### src/rtl/display_pkg.sv
// Shared constants and helpers for the 7-segment scan controller.
package display_pkg;

  localparam int N_DIGITS = 4;
  localparam int SEG_W    = 7;
  localparam int BRIGHT_W = 4;
  localparam int IDX_W    = $clog2(N_DIGITS);

  localparam logic [SEG_W-1:0]    BLANK_SEG = '1;
  localparam logic [N_DIGITS-1:0] ANODE_OFF = '1;

  // Active-low one-cold anode pattern for the given digit.
  function automatic logic [N_DIGITS-1:0] anode_select(input logic [IDX_W-1:0] idx);
    logic [N_DIGITS-1:0] a;
    a      = ANODE_OFF;
    a[idx] = 1'b0;
    return a;
  endfunction

endpackage

### src/rtl/display_scan_ctrl_if.sv
// Frame-load handshake between the status encoder and the scan controller.
interface display_scan_ctrl_if;
  import display_pkg::*;

  logic [N_DIGITS*SEG_W-1:0] seg_data_flat;
  logic                      load_valid;
  logic                      load_ready;

  modport master (output seg_data_flat, output load_valid, input load_ready);
  modport slave  (input seg_data_flat, input load_valid, output load_ready);

endinterface

### src/rtl/display_scan_ctrl_scan_timer.sv
// Slot timer: t counts through one digit slot, idx steps through the digits.
module scan_timer #(
  parameter int BLANK_CYCLES = 16,
  parameter int STEP_CYCLES  = 62,
  parameter int N_DIGITS     = 4,
  localparam int SLOT_CYCLES = BLANK_CYCLES + 16 * STEP_CYCLES,
  localparam int T_W         = $clog2(SLOT_CYCLES),
  localparam int IDX_W       = $clog2(N_DIGITS)
) (
  input  logic             clk,
  input  logic             rst,
  output logic [T_W-1:0]   t,
  output logic [IDX_W-1:0] idx,
  output logic             boundary
);

  always_ff @(posedge clk) begin
    if (rst) begin
      t   <= '0;
      idx <= '0;
    end else if (t == T_W'(SLOT_CYCLES - 1)) begin
      t   <= '0;
      idx <= (idx == IDX_W'(N_DIGITS - 1)) ? '0 : idx + IDX_W'(1);
    end else begin
      t <= t + T_W'(1);
    end
  end

  assign boundary = (t == '0) && (idx == '0);

endmodule

### src/rtl/display_scan_ctrl.sv
// Double-buffered frame store and digit scanner with dead-time blanking and PWM.
module display_scan_ctrl
  import display_pkg::*;
#(
  parameter int BLANK_CYCLES = 16,
  parameter int STEP_CYCLES  = 62
) (
  input  logic                 clk,
  input  logic                 rst,
  display_scan_ctrl_if.slave   load_if,
  input  logic [N_DIGITS-1:0]  digit_en,
  input  logic [BRIGHT_W-1:0]  brightness,
  output logic [SEG_W-1:0]     segments,
  output logic [N_DIGITS-1:0]  anode,
  output logic [IDX_W-1:0]     digit_idx,
  output logic                 frame_start
);

  localparam int SLOT_CYCLES = BLANK_CYCLES + 16 * STEP_CYCLES;
  localparam int T_W         = $clog2(SLOT_CYCLES);

  logic [T_W-1:0]            t;
  logic [IDX_W-1:0]          idx;
  logic                      boundary;
  logic [N_DIGITS*SEG_W-1:0] pending;
  logic [SEG_W-1:0]          active [N_DIGITS];
  logic                      pending_full;
  logic                      have_frame;
  logic [N_DIGITS-1:0]       en_q;
  logic [BRIGHT_W-1:0]       b_q;
  logic                      accept;
  logic                      lit;
  logic [31:0]               t_ext;
  logic [31:0]               lit_end;

  scan_timer #(
    .BLANK_CYCLES(BLANK_CYCLES),
    .STEP_CYCLES (STEP_CYCLES),
    .N_DIGITS    (N_DIGITS)
  ) u_timer (
    .clk     (clk),
    .rst     (rst),
    .t       (t),
    .idx     (idx),
    .boundary(boundary)
  );

  assign load_if.load_ready = ~pending_full;
  assign accept             = load_if.load_valid && !pending_full;

  assign t_ext   = 32'(t);
  assign lit_end = 32'(BLANK_CYCLES) + (32'(b_q) + 32'd1) * 32'(STEP_CYCLES);
  assign lit     = have_frame && en_q[idx] &&
                   (t_ext >= 32'(BLANK_CYCLES)) && (t_ext < lit_end);

  // Frame storage needs no reset: have_frame and pending_full gate its use.
  always_ff @(posedge clk) begin
    if (accept) begin
      pending <= load_if.seg_data_flat;
    end
    if (boundary && pending_full) begin
      for (int i = 0; i < N_DIGITS; i++) begin
        active[i] <= pending[i*SEG_W +: SEG_W];
      end
    end
  end

  always_ff @(posedge clk) begin
    if (rst) begin
      pending_full <= 1'b0;
      have_frame   <= 1'b0;
      en_q         <= '0;
      b_q          <= '0;
    end else begin
      if (boundary) begin
        en_q <= digit_en;
        b_q  <= brightness;
      end
      // Accept only happens with pending empty, so it never collides with promotion.
      if (boundary && pending_full) begin
        pending_full <= 1'b0;
        have_frame   <= 1'b1;
      end else if (accept) begin
        pending_full <= 1'b1;
      end
    end
  end

  always_ff @(posedge clk) begin
    if (rst) begin
      anode       <= ANODE_OFF;
      segments    <= BLANK_SEG;
      digit_idx   <= '0;
      frame_start <= 1'b0;
    end else begin
      anode       <= lit ? anode_select(idx) : ANODE_OFF;
      segments    <= lit ? active[idx] : BLANK_SEG;
      digit_idx   <= idx;
      frame_start <= boundary;
    end
  end

endmodule

### src/flat_wrapper.sv
// flat-port wrapper written by rule: the top's interface ports become plain ports
module display_scan_ctrl_flat import display_pkg::*;
#(
  parameter int BLANK_CYCLES = 16,
  parameter int STEP_CYCLES  = 62
)
  (clk, rst, digit_en, brightness, segments, anode, digit_idx, frame_start, load_if_seg_data_flat, load_if_load_valid, load_if_load_ready);
  display_scan_ctrl_if load_if_i ();
  input  logic clk;
  input  logic rst;
  input  logic [N_DIGITS-1:0] digit_en;
  input  logic [BRIGHT_W-1:0] brightness;
  output logic [SEG_W-1:0] segments;
  output logic [N_DIGITS-1:0] anode;
  output logic [IDX_W-1:0] digit_idx;
  output logic frame_start;
  input wire logic [$bits(load_if_i.seg_data_flat)-1:0] load_if_seg_data_flat;
  input wire logic [$bits(load_if_i.load_valid)-1:0] load_if_load_valid;
  output wire logic [$bits(load_if_i.load_ready)-1:0] load_if_load_ready;
  assign load_if_i.seg_data_flat = load_if_seg_data_flat;
  assign load_if_i.load_valid = load_if_load_valid;
  assign load_if_load_ready = load_if_i.load_ready;
  display_scan_ctrl #(.BLANK_CYCLES(BLANK_CYCLES), .STEP_CYCLES(STEP_CYCLES)) u_core (.clk(clk), .rst(rst), .load_if(load_if_i), .digit_en(digit_en), .brightness(brightness), .segments(segments), .anode(anode), .digit_idx(digit_idx), .frame_start(frame_start));
endmodule
### config.mk
export PLATFORM = sky130hd
export DESIGN_NAME = display_scan_ctrl_flat
export DESIGN_NICKNAME = d
export VERILOG_FILES = /design/src/rtl/display_pkg.sv /design/src/rtl/display_scan_ctrl_if.sv /design/src/rtl/display_scan_ctrl_scan_timer.sv /design/src/rtl/display_scan_ctrl.sv /design/src/flat_wrapper.sv
export SDC_FILE = /design/constraint.sdc
export NUM_CORES = 1
export LEC_CHECK = 0
export CORE_MARGIN = 2
export CORE_UTILIZATION = 40
export DETAILED_ROUTE_END_ITERATION = 10
export PLACE_DENSITY = 0.71
export SLEW_MARGIN = 20
export SYNTH_ARGS = -nofsm -noshare
export SYNTH_HDL_FRONTEND = slang
export SYNTH_SLANG_ARGS = --single-unit
### constraint.sdc
create_clock -name clk -period 9.2 [get_ports clk]
set_input_delay 1.84 -clock clk [delete_from_list [all_inputs] [get_ports clk]]
set_output_delay 1.84 -clock clk [all_outputs]
set_load 0.01 [all_outputs]
# Word-level counts from Yosys, hierarchy flattened
# Memories as Yosys holds them, arrays and structs flattened. A register that Yosys moved wholly into a read port is not among the register bits.
# Index checks and enable logic that the tools add are counted.
# classes
n_addsub	4
n_mul	1
reduce_logical	13
magnitude_cmp	4
mux	7
eq_ne	2
bitwise	3
# ops
operator	count
adder 5 x 32 -> 32 bit (first input constant)	1
< comparator 10 x 32 -> 1 bit	1
multiplier 32 x 5 -> 31 bit (second input constant)	1
adder 10 x 1 -> 10 bit (second input constant)	1
== test 10 bit (second input constant)	1
>= comparator 10 x 5 -> 1 bit (second input constant)	1
logical NOT 10 bit	1
logical AND 1 bit	7
OR reduction 2 bit	3
adder 4 x 1 -> 5 bit (second input constant)	1
2-to-1 mux 1 bit	4
NOT 4 bit	1
< comparator 2 x 3 -> 1 bit (second input constant)	1
adder 2 x 1 -> 2 bit (second input constant)	1
binary-select mux 1 bit (select 2 bit)	1
demux 1 bit (select 2 bit)	1
== test 2 bit (second input constant)	1
>= comparator 2 x 1 -> 1 bit (second input constant)	1
logical NOT 2 bit	1
2-to-1 mux 2 bit	1
NOT 1 bit	2
logical NOT 1 bit	1
# totals
wordCells	45
input_bits	39
out_inout_bits	15
mem_count	1
regBits	57
mem_bits_rw	28
# memory_table
memory	depth	word_bits	rd	rd_ports_with_merged_regs	wr	line_no	source
u_core.active	4	7	1	1	4	display_scan_ctrl.sv:26	logic [SEG_W-1:0] active [N_DIGITS];

# Logic depth before layout (Yosys ltp)
# Gate-level depths: netlist of the first run.
# depth
word_depth	7
depth_mapped	22
depth_no_buf	21

# Cells and area by module
# From an unflattened synthesis of the first run, not the netlist that was laid out.
# hier_totals
hier_cells	338
area_unflattened_um2	4245.3
# by_module_without_submodules
mod	seq_area_each_um2	area_each_um2	n_inst	cells_per_inst
display_scan_ctrl	2162.1	3633.5	1	267
scan_timer	240.2	611.8	1	71

# Worst setup path after synthesis of the first run
# Ideal clock, no wire load.
# synth_path
path_type	register to register
start	register u_core.b_q[0]
end	register u_core.anode[0]
path_slack_ps	4011
path_buffers	1
arrival_time_ps	5067
required_time_ps	9078
setup_time_ps	122
synth_period_minus_slack_ps	5189
stages_incl_launch_ff	23
path_cell_list	dfxtp_1 > inv_1 > ha_1 > xor2_1 > ha_1 > inv_1 > fa_1 > fa_1 > inv_1 > ha_1 > nor2_1 > or3_4 > a2111oi_4 > nand3_1 > xor2_1 > ha_1 > a2111oi_0 > o21ai_0 > o22ai_1 > a2111oi_4 > nand4bb_1 > buf_6 > nand3_2
# synth_via
elab_chain_cells	7
# synth_rtl
item	line_no	source
start: declaration	display_scan_ctrl.sv:30	logic [BRIGHT_W-1:0] b_q;
start signal: assignment	display_scan_ctrl.sv:77	b_q <= brightness;
adder 4 x 1 -> 5 bit	display_scan_ctrl.sv:52	assign lit_end = 32'(BLANK_CYCLES) + (32'(b_q) + 32'd1) * 32'(STEP_CYCLES);
multiplier 32 x 5 -> 31 bit	display_scan_ctrl.sv:52	
adder 5 x 32 -> 32 bit	display_scan_ctrl.sv:52	
< comparator 10 x 32 -> 1 bit	display_scan_ctrl.sv:54	(t_ext >= 32'(BLANK_CYCLES)) && (t_ext < lit_end);
logical AND 1 bit	display_scan_ctrl.sv:54	
NOT 1 bit (no source line)	-	
OR reduction 2 bit (no source line)	-	
end signal: assignment	display_scan_ctrl.sv:96	anode <= lit ? anode_select(idx) : ANODE_OFF;
end: declaration	display_scan_ctrl.sv:14	output logic [N_DIGITS-1:0] anode,
# Every way passes these cells.
# A chain may end at the register's enable or synchronous reset.

# Final worst setup path of the first run
# layout_path
start	register u_core.b_q[0]
end	register u_core.segments[6] (read register of u_core.active)
# layout_via
elab_chain_cells	7
# layout_rtl
item	line_no	source
adder 4 x 1 -> 5 bit	display_scan_ctrl.sv:52	
multiplier 32 x 5 -> 31 bit	display_scan_ctrl.sv:52	
adder 5 x 32 -> 32 bit	display_scan_ctrl.sv:52	
< comparator 10 x 32 -> 1 bit	display_scan_ctrl.sv:54	
logical AND 1 bit	display_scan_ctrl.sv:54	
NOT 1 bit (no source line)	-	
OR reduction 2 bit (no source line)	-	
end: declaration	display_scan_ctrl.sv:13	output logic [SEG_W-1:0] segments,
# Every way passes these cells.

==> reports/qor.log, run 1 <==
[timing] setup repair after global routing missed its margin false
[placement] total placed cells including tap cells 517
[global_route] number of antenna violations at the first check in global routing 0
[timing] count of endpoints failing hold in the final timing report 0
[status] status complete, no violations
[critical_path] Required @ worst endpoint 9410 ps
[pwr] Sw Ratio 29.66%
[global_route] global router's overall resource usage 14.81%
[critical_path] ordered cell list for the critical path ha_1 > xor2_1 > ha_1 > inv_1 > fa_1 > fa_1 > inv_1 > ha_1 > nor2_1 > or3_4 > a2111oi_4 > nand3_1 > xor2_1 > ha_1 > a2111oi_0 > o21ai_0 > o22ai_1 > a2111oi_4 > nand4bb_1 > nand3_1
[floorplanning] number of placement rows 37
[floorplanning] io pins 54
[global_route] pin count of the biggest net entering global routing 30
[floorplanning] core area 0.01037 mm²
[synthesis] largest cells by area after synthesis sky130_fd_sc_hd__edfxtp_1 39%, sky130_fd_sc_hd__dfxtp_1 17%, sky130_fd_sc_hd__ha_1 10%
[cts] clock network latency to the later pin of the worst-skew pair 360 ps
[critical_path] highest cell delay on the worst timing path 550 ps
[final_layout] ant diodes 0
[cts] clock input transition at the sequential cells of the worst setup and hold paths 100 ps
[floorplanning] Die Area 0.01153 mm²
[synthesis] dominant cell type by area after synthesis sky130_fd_sc_hd__edfxtp_1
[critical_path] buffer and inverter count on the worst path 2
[synthesis] count of unique library cells instantiated by Yosys 43
[final_layout] number of nets in the final layout 470
[pwr] clock power share 28.0%
[final_layout] # fillers 921
[route] 1st-iter DRT viols 118
[synthesis] Yosys warnings 0
[floorplanning] die boundary height 107.4 µm
[critical_path] cell family with most CP delay adder cells
[synthesis] Avg Synthesized Cell Area 12.80 µm²
[run] max-capacitance violation count 0
[synthesis] syn_nets 412
[synthesis] post-synthesis sequential area ratio 56.19%
[cts] number of clock sinks seen by CTS 92
[synthesis] Top FF cell, synth sky130_fd_sc_hd__edfxtp_1
[timing] crit path time final 6086 ps
[pwr] share of total power in sequential cells 47.5%
[timing] setup-violating endpoint count in the final report 0
[cts] Hold Buf Count CTS 0
[pwr] net switching power figure 294.1 µW
[global_route] wire length of the first global-routing pass 13080 µm
[route] Routed Wire Length 7852 µm
[critical_path] WS Path Type reg2reg
[hold_path] type of the tightest min-delay check reg2reg
[pwr] power per cell area 192.1 mW/mm²
[timing] Setup TNS Final 0 ps
[placement] sum of net half-perimeters after detailed placement 5914 µm
[cts] clk root buf sky130_fd_sc_hd__clkbuf_8
[cts] count of cells resized by post-cts repair 0
[timing] Slew @ Worst Pin 766.5 ps
[timing] normalized max-slew margin 48.83%
[pwr] LEAKAGE 0.001970 µW
[synthesis] FFs w/ async S/R, synth 0%
[cts] CTS Buf Count 9
[synthesis] post-synthesis instance total 334
[critical_path] most used cell, CP sky130_fd_sc_hd__ha_1
[placement] Placer Congestion 0.8535
[pwr] combinational group share of total power 24.5%
[critical_path] CP Max Fanout 11
[pwr] maximum VDD drop 0.1086 mV
[final_layout] most frequent cells in the layout 56 x sky130_fd_sc_hd__edfxtp_1, 53 x sky130_fd_sc_hd__clkdlybuf4s50_1, 45 x sky130_fd_sc_hd__nor2_1
[final_layout] relative area change from synthesis to final layout 20.72%
[synthesis] number of flops mapped to enable cells by yosys 56
[route] DRC errors left 0
[cts] Clock Tree Buf Depth 2
[route] routed wire length per instance 14.73 µm
[global_route] number of global-route vias before repair 2787
[route] Detailed Routing Iterations Pass 1 5
[floorplanning] Die W 107.4 µm
[cts] buffer count from post-CTS setup fixing 0
[critical_path] Worst Path Arrival 6290 ps
[pwr] Internal Dissipation 697.6 µW
[final_layout] Post-Layout Cell Count 533
[synthesis] share of Yosys cell area claimed by the top area cell type 39.33%
[critical_path] Crit. End Element flop
[synthesis] #FFs+latches synth 92
[route] count of nets left with antenna violations after detail routing 0
[critical_path] library cell contributing the largest single delay on the critical path sky130_fd_sc_hd__nand4bb_1
[timing] crit share post-route 66.15%
[route] vias per cell 5.047
[critical_path] kind of start point of the critical path flop
[placement] number of input and output port buffers inserted 53
[cts] TritonCTS clock tree built
[cts] H-tree Lvls 3
[final_layout] layout cells sized above 1 10.58%
[final_layout] leading cell type in the layout, fill and taps excluded sky130_fd_sc_hd__edfxtp_1
[synthesis] cell area after technology mapping 0.004275 mm²
[timing] achievable clock frequency 164.3 MHz
[timing] count of final max-slew check failures 0
[timing] post-route clock skew 12.94 ps
[route] detailed-route via count 2690
[global_route] Remaining Overflow, GRT 0
[floorplanning] effective utilization at floorplan 41.23%
[per-stage QoR]
stage          cell area [µm²]  util (%)  total power, µW  setup slack (ps)  hold WS, ps
3_5_place_dp              4954     47.77            721.7              3157        404.5
4_1_cts                   5161     49.77             1001              3145        420.7
6_report                  5161     49.77            991.7              3114        418.2
3_3_place_gp              4954     47.77            712.4              3499        401.1
5_1_grt                   5161     49.77             1050              2700        431.0
2_1_floorplan             4275         -            658.3              4011        400.3
[cells in the mapped netlist, types with 2 or more instances]
library cell	count
sky130_fd_sc_hd__fa_1	4
sky130_fd_sc_hd__or3_1	2
sky130_fd_sc_hd__o211ai_1	2
sky130_fd_sc_hd__a21oi_1	8
sky130_fd_sc_hd__xor2_1	9
sky130_fd_sc_hd__nand3_1	9
sky130_fd_sc_hd__nor2_1	46
sky130_fd_sc_hd__nor3_1	5
sky130_fd_sc_hd__o21ai_0	8
sky130_fd_sc_hd__edfxtp_1	56
sky130_fd_sc_hd__ha_1	35
sky130_fd_sc_hd__nand2_1	8
sky130_fd_sc_hd__and3_1	6
sky130_fd_sc_hd__nand3_2	10
sky130_fd_sc_hd__mux4_2	8
sky130_fd_sc_hd__clkbuf_1	3
sky130_fd_sc_hd__o2111ai_1	2
sky130_fd_sc_hd__inv_1	27
sky130_fd_sc_hd__dfxtp_1	36
sky130_fd_sc_hd__mux2i_1	10
sky130_fd_sc_hd__buf_1	2
sky130_fd_sc_hd__a21o_1	3
sky130_fd_sc_hd__nand4_1	3
sky130_fd_sc_hd__xnor2_1	8
sky130_fd_sc_hd__a2111oi_4	2
sky130_fd_sc_hd__nor3b_1	2
sky130_fd_sc_hd__nor2b_1	4
[registers in the layout (all words and copies together), names as in the netlist]
register	cells
u_core.b_q	4
u_core.pending_full	1
u_core.anode	4
u_core.frame_start	1
u_core.active	28
u_core.u_timer.idx	2
u_core.pending	28
u_core.segments	7
u_core.en_q	4
u_core.have_frame	1
u_core.digit_idx	2
u_core.u_timer.t	10
[per-layer routing]
layer	global-route usage, %	vias up	wire (µm)
li1	-	1307	-
met1	18.27	1297	3495
met2	24.59	74	3836
met3	4.722	12	407
met4	5.037	0	112
met5	0	-	0
[final timing paths]
check / startpoint / end / slack [ps] / depth (start not counted)
min: u_core.pending[19] / u_core.active[2][5] / 420 / 0
max: u_core.b_q[0] / u_core.segments[6] / 3110 / 20
min reg2reg: u_core.pending[19] / u_core.active[2][5] / 420 / 0
max reg2reg: u_core.b_q[0] / u_core.segments[6] / 3110 / 20
[power groups by stage]
stage | combinational [µW] | clock [µW] | sequential, µW
after floorplan | 180 | 0 | 478
after global placement | 233 | 0 | 480
after detailed placement | 241 | 0 | 481
after CTS | 242 | 288 | 471
after global routing | 272 | 304 | 474
final | 243 | 278 | 471
[layout make-up]
type | count | area [µm²] | area share [%]
Clock buffer | 10 | 127.6 | 2.473
Clock inverter | 6 | 80.08 | 1.552
Inverter | 27 | 101.3 | 1.964
Multi-Input combinational cell | 207 | 1734 | 33.60
Sequential cell | 92 | 2402 | 46.55
Tap cell | 136 | 170.2 | 3.297
Timing Repair Buffer | 55 | 545.5 | 10.57
[kinds of logic (layout without fill, tap and decap cells)]
family          Yosys count  after routing  synth area share (%)
flops                    92             92                 56.19
xor+xnor                 17             17                 3.483
compound gates           32             32                 5.883
mux                      18             18                 6.555
fa+ha+maj                39             39                 12.12
simple gates            101            101                 12.41
buf+inv                  35             98                 3.366
No activity file was read; power rests on OpenSTA's default activity.
==> inputs of run 2 (changes only) <==
--- a/config.mk
+++ b/config.mk
@@ -8,7 +8,7 @@
 export CORE_MARGIN = 2
 export CORE_UTILIZATION = 40
 export DETAILED_ROUTE_END_ITERATION = 10
-export PLACE_DENSITY = 0.71
+export PLACE_DENSITY = 0.73
 export SLEW_MARGIN = 20
 export SYNTH_ARGS = -nofsm -noshare
 export SYNTH_HDL_FRONTEND = slang
==> constraint.sdc (replaced) <==
create_clock -name clk -period 5.5 [get_ports clk]
set_input_delay 1.1 -clock clk [delete_from_list [all_inputs] [get_ports clk]]
set_output_delay 1.1 -clock clk [all_outputs]
set_load 0.01 [all_outputs]
==> reports/qor.log, run 2 (synthesis gave the netlist of run 1 again) <==
[status] status complete, no violations
[placement] sum of net half-perimeters after detailed placement 5900 µm [-0.25%]
[route] vias per cell 5.007 [-0.78%]
[placement] number of input and output port buffers inserted 53 [unchanged]
[cts] TritonCTS clock tree built
[floorplanning] die boundary height 107.4 µm [unchanged]
[cts] number of clock sinks seen by CTS 92 [unchanged]
[run] max-capacitance violation count 0 [unchanged]
[timing] setup-violating endpoint count in the final report 0 [unchanged]
[hold_path] worst hold stages 0 [unchanged]
[critical_path] highest cell delay on the worst timing path 520 ps [-30 ps]
[timing] achievable clock frequency 192.5 MHz [+17%]
[timing] crit share post-route 94.43% [+28 points]
[hold_path] Hold Crit Endpoint u_core.active[1][2]
[critical_path] library cell contributing the largest single delay on the critical path sky130_fd_sc_hd__fa_1
[placement] Placer Congestion 0.8718 [+2.1%]
[floorplanning] number of placement rows 37 [unchanged]
[final_layout] # fillers 903 [-2.0%]
[pwr] maximum VDD drop 0.1464 mV [+35%]
[cts] Clock Tree Buf Depth 2 [unchanged]
[cts] clk root buf sky130_fd_sc_hd__clkbuf_8
[route] Routed Wire Length 7902 µm [+0.64%]
[global_route] pin count of the biggest net entering global routing 30 [unchanged]
[final_layout] top flop regs u_core.active: 28 flops, u_core.pending: 28 flops, u_core.u_timer.t: 10 flops
[route] Detailed Routing Iterations Pass 1 4 [-1]
[global_route] number of global-route vias before repair 2759 [-1.0%]
[critical_path] instance count on the critical path 22 [+10%]
[timing] count of endpoints failing hold in the final timing report 0 [unchanged]
[route] 1st-iter DRT viols 138 [+17%]
[placement] total placed cells including tap cells 522 [+0.97%]
[cts] clock input transition at the sequential cells of the worst setup and hold paths 100 ps [about the same]
[cts] H-tree Lvls 3 [unchanged]
[cts] buffer count from post-CTS setup fixing 0 [unchanged]
[cts] CTS Buf Count 9 [unchanged]
[final_layout] leading cell type in the layout, fill and taps excluded sky130_fd_sc_hd__edfxtp_1
[global_route] Remaining Overflow, GRT 0 [unchanged]
[final_layout] relative area change from synthesis to final layout 23.41%
[critical_path] WS Path Type reg2reg
[critical_path] worst setup slack for register-to-register paths 310 ps [-2810 ps]
[final_layout] post-route core utilization 50.88% [+1.1 points]
[timing] normalized max-slew margin 48.65% [-0.18 points]
[timing] Slew @ Worst Pin 767.9 ps [+1.415 ps]
[global_route] number of antenna violations at the first check in global routing 0 [unchanged]
[final_layout] number of nets in the final layout 475 [+1.1%]
[final_layout] most frequent cells in the layout 56 x sky130_fd_sc_hd__edfxtp_1, 53 x sky130_fd_sc_hd__clkdlybuf4s50_1, 45 x sky130_fd_sc_hd__nor2_1
[final_layout] area occupied by multi-input gates 0.001782 mm² [+2.7%]
[final_layout] register cell area after layout 0.002406 mm² [+0.16%]
[critical_path] reg2reg start u_core.b_q[0]
[critical_path] Crit. End Element flop
[global_route] global router's overall resource usage 14.70% [-0.12 points]
[pwr] LEAKAGE 0.002035 µW [+3.3%]
[final_layout] Post-Layout Cell Count 538 [+0.94%]
[critical_path] ordered cell list for the critical path inv_1 > ha_1 > xor2_2 > ha_1 > inv_1 > fa_1 > fa_1 > inv_1 > ha_4 > nor2_1 > or3_4 > a2111oi_4 > nand3_1 > xor2_1 > ha_1 > a2111oi_2 > o21ai_1 > o22ai_2 > a2111oi_4 > nand4bb_1 > buf_12 > nand3_1
[critical_path] CP Max Fanout 11 [unchanged]
[timing] setup repair after global routing missed its margin false
[pwr] power per cell area 323.2 mW/mm² [+68%]
[critical_path] Worst Path Arrival 5440 ps [-850 ps]
[timing] minimum hold slack 423.2 ps [+4.962 ps]
[hold_path] startpoint of the most critical hold path u_core.pending[9]
[route] DRC errors left 0 [unchanged]
[route] count of nets left with antenna violations after detail routing 0 [unchanged]
[floorplanning] effective utilization at floorplan 41.23% [unchanged]
[timing] post-route clock skew 11.45 ps [-1.496 ps]
[pwr] total power of the final layout 1705 µW [+72%]
[floorplanning] Die W 107.4 µm [unchanged]
[floorplanning] core area 0.01037 mm² [unchanged]
[route] routed wire length per instance 14.69 µm [-0.30%]
[floorplanning] Die Area 0.01153 mm² [unchanged]
[final_layout] ant diodes 0 [unchanged]
[critical_path] buffer and inverter count on the worst path 4 [+2]
[critical_path] count of cells along the worst register-to-register path 22 [+10%]
[hold_path] type of the tightest min-delay check reg2reg
[timing] crit path time final 5194 ps [-892.5 ps]
[floorplanning] io pins 54 [unchanged]
[critical_path] kind of start point of the critical path flop
[critical_path] endpoint of the most critical register-to-register path u_core.segments[6]
[final_layout] layout cells sized above 1 13.43% [+2.9 points]
[cts] clock network latency to the later pin of the worst-skew pair 360 ps [about the same]
[critical_path] Required @ worst endpoint 5740 ps [-3670 ps]
[timing] count of final max-slew check failures 0 [unchanged]
[route] detailed-route via count 2694 [+0.15%]
[global_route] wire length of the first global-routing pass 13080 µm [unchanged]
[critical_path] cell family with most CP delay adder cells
## run 2: cell count changes in the layout (fill, tap and decap cells not counted), moves of 2 or more
cell,change
sky130_fd_sc_hd__buf_4,+3
sky130_fd_sc_hd__xor2_1,-2
sky130_fd_sc_hd__o21ai_1,+2
sky130_fd_sc_hd__xor2_2,+2
sky130_fd_sc_hd__buf_12,+2
sky130_fd_sc_hd__o21ai_0,-2
## run 2: repair_timing
action | CTS | global route
setup endpoints to repair | 11 | 11
pin swaps | 1 | 2
hold buffers | 0 | 0
gates resized for setup | 2 | 9
## run 2: worst max-delay path by stage
stage	startpoint	to
floorplan	u_core.b_q[0]	u_core.anode[0]
global placement	u_core.b_q[0]	u_core.segments[6]
detailed placement	u_core.b_q[0]	u_core.segments[6]
CTS	u_core.b_q[0]	u_core.segments[6]
global route	u_core.b_q[0]	u_core.segments[6]
finish	u_core.b_q[0]	u_core.segments[6]
## run 2: layout make-up
| cell class | instances | share of cell area (%) |
|---|---|---|
| Clock buffer | 11 | 2.680 |
| Clock inverter | 5 | 1.281 |
| Inverter | 27 | 1.921 |
| Multi-Input combinational cell | 207 | 33.77 |
| Sequential cell | 92 | 45.60 |
| Tap cell | 136 | 3.225 |
| Timing Repair Buffer | 60 | 11.52 |
## run 2: worst register-to-register path, cell delays in order (launching register included)
cell and delay [ps]:
sky130_fd_sc_hd__dfxtp_4 390, sky130_fd_sc_hd__inv_1 50, sky130_fd_sc_hd__ha_1 330, sky130_fd_sc_hd__xor2_2 170
sky130_fd_sc_hd__ha_1 300, sky130_fd_sc_hd__inv_1 50, sky130_fd_sc_hd__fa_1 500, sky130_fd_sc_hd__fa_1 520
sky130_fd_sc_hd__inv_1 60, sky130_fd_sc_hd__ha_4 280, sky130_fd_sc_hd__nor2_1 60, sky130_fd_sc_hd__or3_4 340
sky130_fd_sc_hd__a2111oi_4 350, sky130_fd_sc_hd__nand3_1 140, sky130_fd_sc_hd__xor2_1 160, sky130_fd_sc_hd__ha_1 300
sky130_fd_sc_hd__a2111oi_2 300, sky130_fd_sc_hd__o21ai_1 130, sky130_fd_sc_hd__o22ai_2 200, sky130_fd_sc_hd__a2111oi_4 70
sky130_fd_sc_hd__nand4bb_1 160, sky130_fd_sc_hd__buf_12 160, sky130_fd_sc_hd__nand3_1 80
## run 2: power by group
| group | internal [µW] | leakage, µW | switching [µW] |
|---|---|---|---|
| sequential | 773 | 0.000819 | 15.0 |
| combinational | 203 | 0.00111 | 243 |
| clock | 230 | 0.000106 | 241 |
| total | 1210 | 0.00203 | 499 |
## run 2: through the flow
step                      instance area, µm²  TNS, ps  setup WS [ps]
after floorplan                         4275        0          310.9
after global placement                  5016        0          213.8
after detailed placement                5016   -16.47         -5.255
after CTS                               5234        0          22.24
after global routing                    5276        0          17.29
final                                   5276        0          306.3
## run 2: metal layers
layer | up-vias | share of wire [%] | GRT usage, % | routed length (µm)
met1 | 1294 | 46 | 19.37 | 3631
li1 | 1325 | - | - | -
met5 | - | 0 | 0 | 0
met3 | 10 | 5.3 | 3.814 | 418
met2 | 65 | 48 | 23.92 | 3767
met4 | 0 | 1.1 | 4.396 | 85
==> inputs of run 3 (changes only) <==
--- a/config.mk
+++ b/config.mk
@@ -5,7 +5,7 @@
 export SDC_FILE = /design/constraint.sdc
 export NUM_CORES = 1
 export LEC_CHECK = 0
-export CORE_MARGIN = 2
+export CORE_MARGIN = 3
 export CORE_UTILIZATION = 40
 export DETAILED_ROUTE_END_ITERATION = 10
 export PLACE_DENSITY = 0.73
==> reports/qor.log, run 3 (synthesis gave the netlist of run 1 again) <==
[critical_path] reg2reg start u_core.b_q[0]
[route] 1st-iter DRT viols 133 [-3.6%]
[route] Routed Wire Length 8297 µm [+5.0%]
[final_layout] number of nets in the final layout 484 [+1.9%]
[timing] post-route clock skew 12.10 ps [+0.6493 ps]
[timing] count of final max-slew check failures 0 [unchanged]
[cts] clk root buf sky130_fd_sc_hd__clkbuf_8
[global_route] wire length of the first global-routing pass 12970 µm [-0.84%]
[cts] clock network latency to the later pin of the worst-skew pair 360 ps [about the same]
[final_layout] ant diodes 0 [unchanged]
[critical_path] Required @ worst endpoint 5750 ps [about the same]
[cts] CTS Buf Count 9 [unchanged]
[critical_path] library cell contributing the largest single delay on the critical path sky130_fd_sc_hd__fa_1
[pwr] net switching power figure 555.8 µW [+11%]
[pwr] LEAKAGE 0.002097 µW [+3.1%]
[cts] Clock Tree Buf Depth 2 [unchanged]
[pwr] combinational group share of total power 29.9% [+3.7 points]
[route] vias per cell 4.976 [-0.62%]
[critical_path] Crit. End Element flop
[critical_path] worst setup slack for register-to-register paths 100 ps [-210 ps]
[route] DRC errors left 0 [unchanged]
[route] count of nets left with antenna violations after detail routing 0 [unchanged]
[cts] H-tree Lvls 3 [unchanged]
[placement] Placer Congestion 0.8260 [-5.3%]
[critical_path] Worst Path Arrival 5660 ps [+220 ps]
[pwr] share of total power in sequential cells 44.7% [-1.5 points]
[placement] number of input and output port buffers inserted 53 [unchanged]
[cts] Hold Buf Count CTS 0 [unchanged]
[final_layout] register cell area after layout 0.002410 mm² [+0.16%]
[hold_path] worst hold stages 0 [unchanged]
[timing] count of endpoints failing hold in the final timing report 0 [unchanged]
[floorplanning] core area 0.01037 mm² [unchanged]
[global_route] pin count of the biggest net entering global routing 29 [-3.3%]
[run] max-capacitance violation count 0 [unchanged]
[cts] TritonCTS clock tree built
[global_route] Remaining Overflow, GRT 0 [unchanged]
[floorplanning] io pins 54 [unchanged]
[final_layout] layout cells sized above 1 18.00% [+4.6 points]
[critical_path] CP Max Fanout 5 [-6]
[final_layout] post-route core utilization 52.28% [+1.4 points]
[pwr] power per cell area 325.8 mW/mm² [+0.79%]
[final_layout] # fillers 914 [+1.2%]
[critical_path] ordered cell list for the critical path inv_4 > ha_4 > xor2_2 > ha_1 > inv_2 > fa_2 > fa_1 > inv_2 > ha_4 > nor2_4 > or3_4 > a2111oi_4 > nand3_1 > xor2_1 > ha_1 > a2111oi_4 > o21ai_1 > o22ai_2 > a2111oi_4 > nand4bb_1 > clkbuf_16 > nand3_2
[route] detailed-route via count 2722 [+1.0%]
[critical_path] highest cell delay on the worst timing path 540 ps [+20 ps]
[global_route] number of antenna violations at the first check in global routing 0 [unchanged]
[timing] Slew @ Worst Pin 784.0 ps [+16.10 ps]
[floorplanning] number of placement rows 37 [unchanged]
[timing] normalized max-slew margin 47.66% [-0.99 points]
[timing] setup-violating endpoint count in the final report 0 [unchanged]
[hold_path] Hold Crit Endpoint u_core.active[2][1]
[hold_path] type of the tightest min-delay check reg2reg
[route] Detailed Routing Iterations Pass 1 4 [unchanged]
[critical_path] WS Path Type reg2reg
[pwr] maximum VDD drop 0.1695 mV [+16%]
[critical_path] count of cells along the worst register-to-register path 22 [unchanged]
[critical_path] endpoint of the most critical register-to-register path u_core.segments[2]
[pwr] Internal Dissipation 1211 µW [+0.37%]
[cts] number of clock sinks seen by CTS 92 [unchanged]
[final_layout] top flop regs u_core.active: 28 flops, u_core.pending: 28 flops, u_core.u_timer.t: 10 flops
[final_layout] leading cell type in the layout, fill and taps excluded sky130_fd_sc_hd__edfxtp_1
[timing] achievable clock frequency 185.1 MHz [-3.9%]
[route] routed wire length per instance 15.17 µm [+3.3%]
[floorplanning] effective utilization at floorplan 41.23% [unchanged]
[pwr] clock power share 25.4% [-2.2 points]
[floorplanning] die boundary height 109.4 µm [+1.9%]
[timing] crit path time final 5404 ps [+210.2 ps]
[final_layout] area occupied by multi-input gates 0.001839 mm² [+3.2%]
[floorplanning] Die W 109.4 µm [+1.9%]
[critical_path] most used cell, CP sky130_fd_sc_hd__a2111oi_4
[pwr] Sw Ratio 31.46% [+2.2 points]
[timing] crit share post-route 98.25% [+3.8 points]
[final_layout] most frequent cells in the layout 56 x sky130_fd_sc_hd__edfxtp_1, 53 x sky130_fd_sc_hd__clkdlybuf4s50_1, 44 x sky130_fd_sc_hd__nor2_1
[placement] sum of net half-perimeters after detailed placement 6026 µm [+2.1%]
[timing] Setup TNS Final 0 ps [unchanged]
[cts] clock input transition at the sequential cells of the worst setup and hold paths 100 ps [about the same]
[timing] minimum hold slack 421.6 ps [-1.586 ps]
[timing] setup repair after global routing missed its margin true
[hold_path] startpoint of the most critical hold path u_core.pending[15]
[floorplanning] Die Area 0.01197 mm² [+3.8%]
[global_route] number of global-route vias before repair 2670 [-3.2%]
[critical_path] kind of start point of the critical path flop
[global_route] global router's overall resource usage 14.02% [-0.68 points]
[final_layout] relative area change from synthesis to final layout 26.81%
[status] status complete, no violations
[pwr] total power of the final layout 1766 µW [+3.6%]
-- run 3: changes by cell type in the layout (fill, tap and decap cells not counted), sizes merged --
cell	change
buf	+8
clkinv	+3
bufinv	-1
clkbuf	-1
-- run 3: worst max path at each step --
stage | end | slack (ps) | cells after the start | startpoint
floorplan | u_core.anode[0] | 310 | 22 | u_core.b_q[0]
global placement | u_core.segments[6] | 210 | 22 | u_core.b_q[0]
detailed placement | u_core.anode[2] | -90 | 21 | u_core.b_q[1]
CTS | u_core.anode[2] | 40 | 22 | u_core.b_q[0]
global route | u_core.segments[2] | -120 | 22 | u_core.b_q[0]
finish | u_core.segments[2] | 100 | 22 | u_core.b_q[0]
-- run 3: power groups by stage --
stage               registers, µW  clock network [µW]  logic (µW)
finish                        790                 448         529
global route                  793                 494         582
CTS                           788                 463         432
detailed placement            804                   0         425
global placement              801                   0         407
floorplan                     800                   0         301
-- run 3: repair_timing --
action,in CTS,in global routing
cloned,0,1
setup endpoints to repair,11,11
resized for setup,5,22
pin swaps,1,26
setup buffers,0,8
-- run 3: per-layer routing --
metal  vias up  routed length, µm  share of wire, %  track usage, %
li1       1342                  -                 -               -
met1      1311               3716                45           18.79
met2        60               4125                50           22.32
met3         9                346               4.2           2.877
met4         0                110               1.3           5.521
met5         -                  0                 0               0
-- run 3: final cells by class --
type | instances | area share, %
Timing Repair Buffer | 69 | 12.79
Tap cell | 136 | 3.139
Clock inverter | 7 | 1.500
Inverter | 27 | 1.916
Clock buffer | 9 | 2.285
Sequential cell | 92 | 44.45
Multi-Input combinational cell | 207 | 33.93
-- run 3: per-stage QoR --
stage	setup WS [ps]	instance area, µm²	cells
after floorplan	310.9	4275	334
after global placement	210.6	5016	522
after detailed placement	-86.05	5016	522
after CTS	36.00	5238	538
after global routing	-115.8	5421	547
final	96.12	5421	547
-- run 3: critical path, delay by kind of cell (launching register included) --
| kind | cells | cell delay [ps] |
|---|---|---|
| AOI/OAI and AO/OA | 5 | 1130 |
| xor gates and xnor gates | 2 | 350 |
| adders and majority gates | 6 | 2170 |
| buffers and inverters | 4 | 360 |
| DFF | 1 | 400 |
| and+or+nand+nor | 5 | 870 |
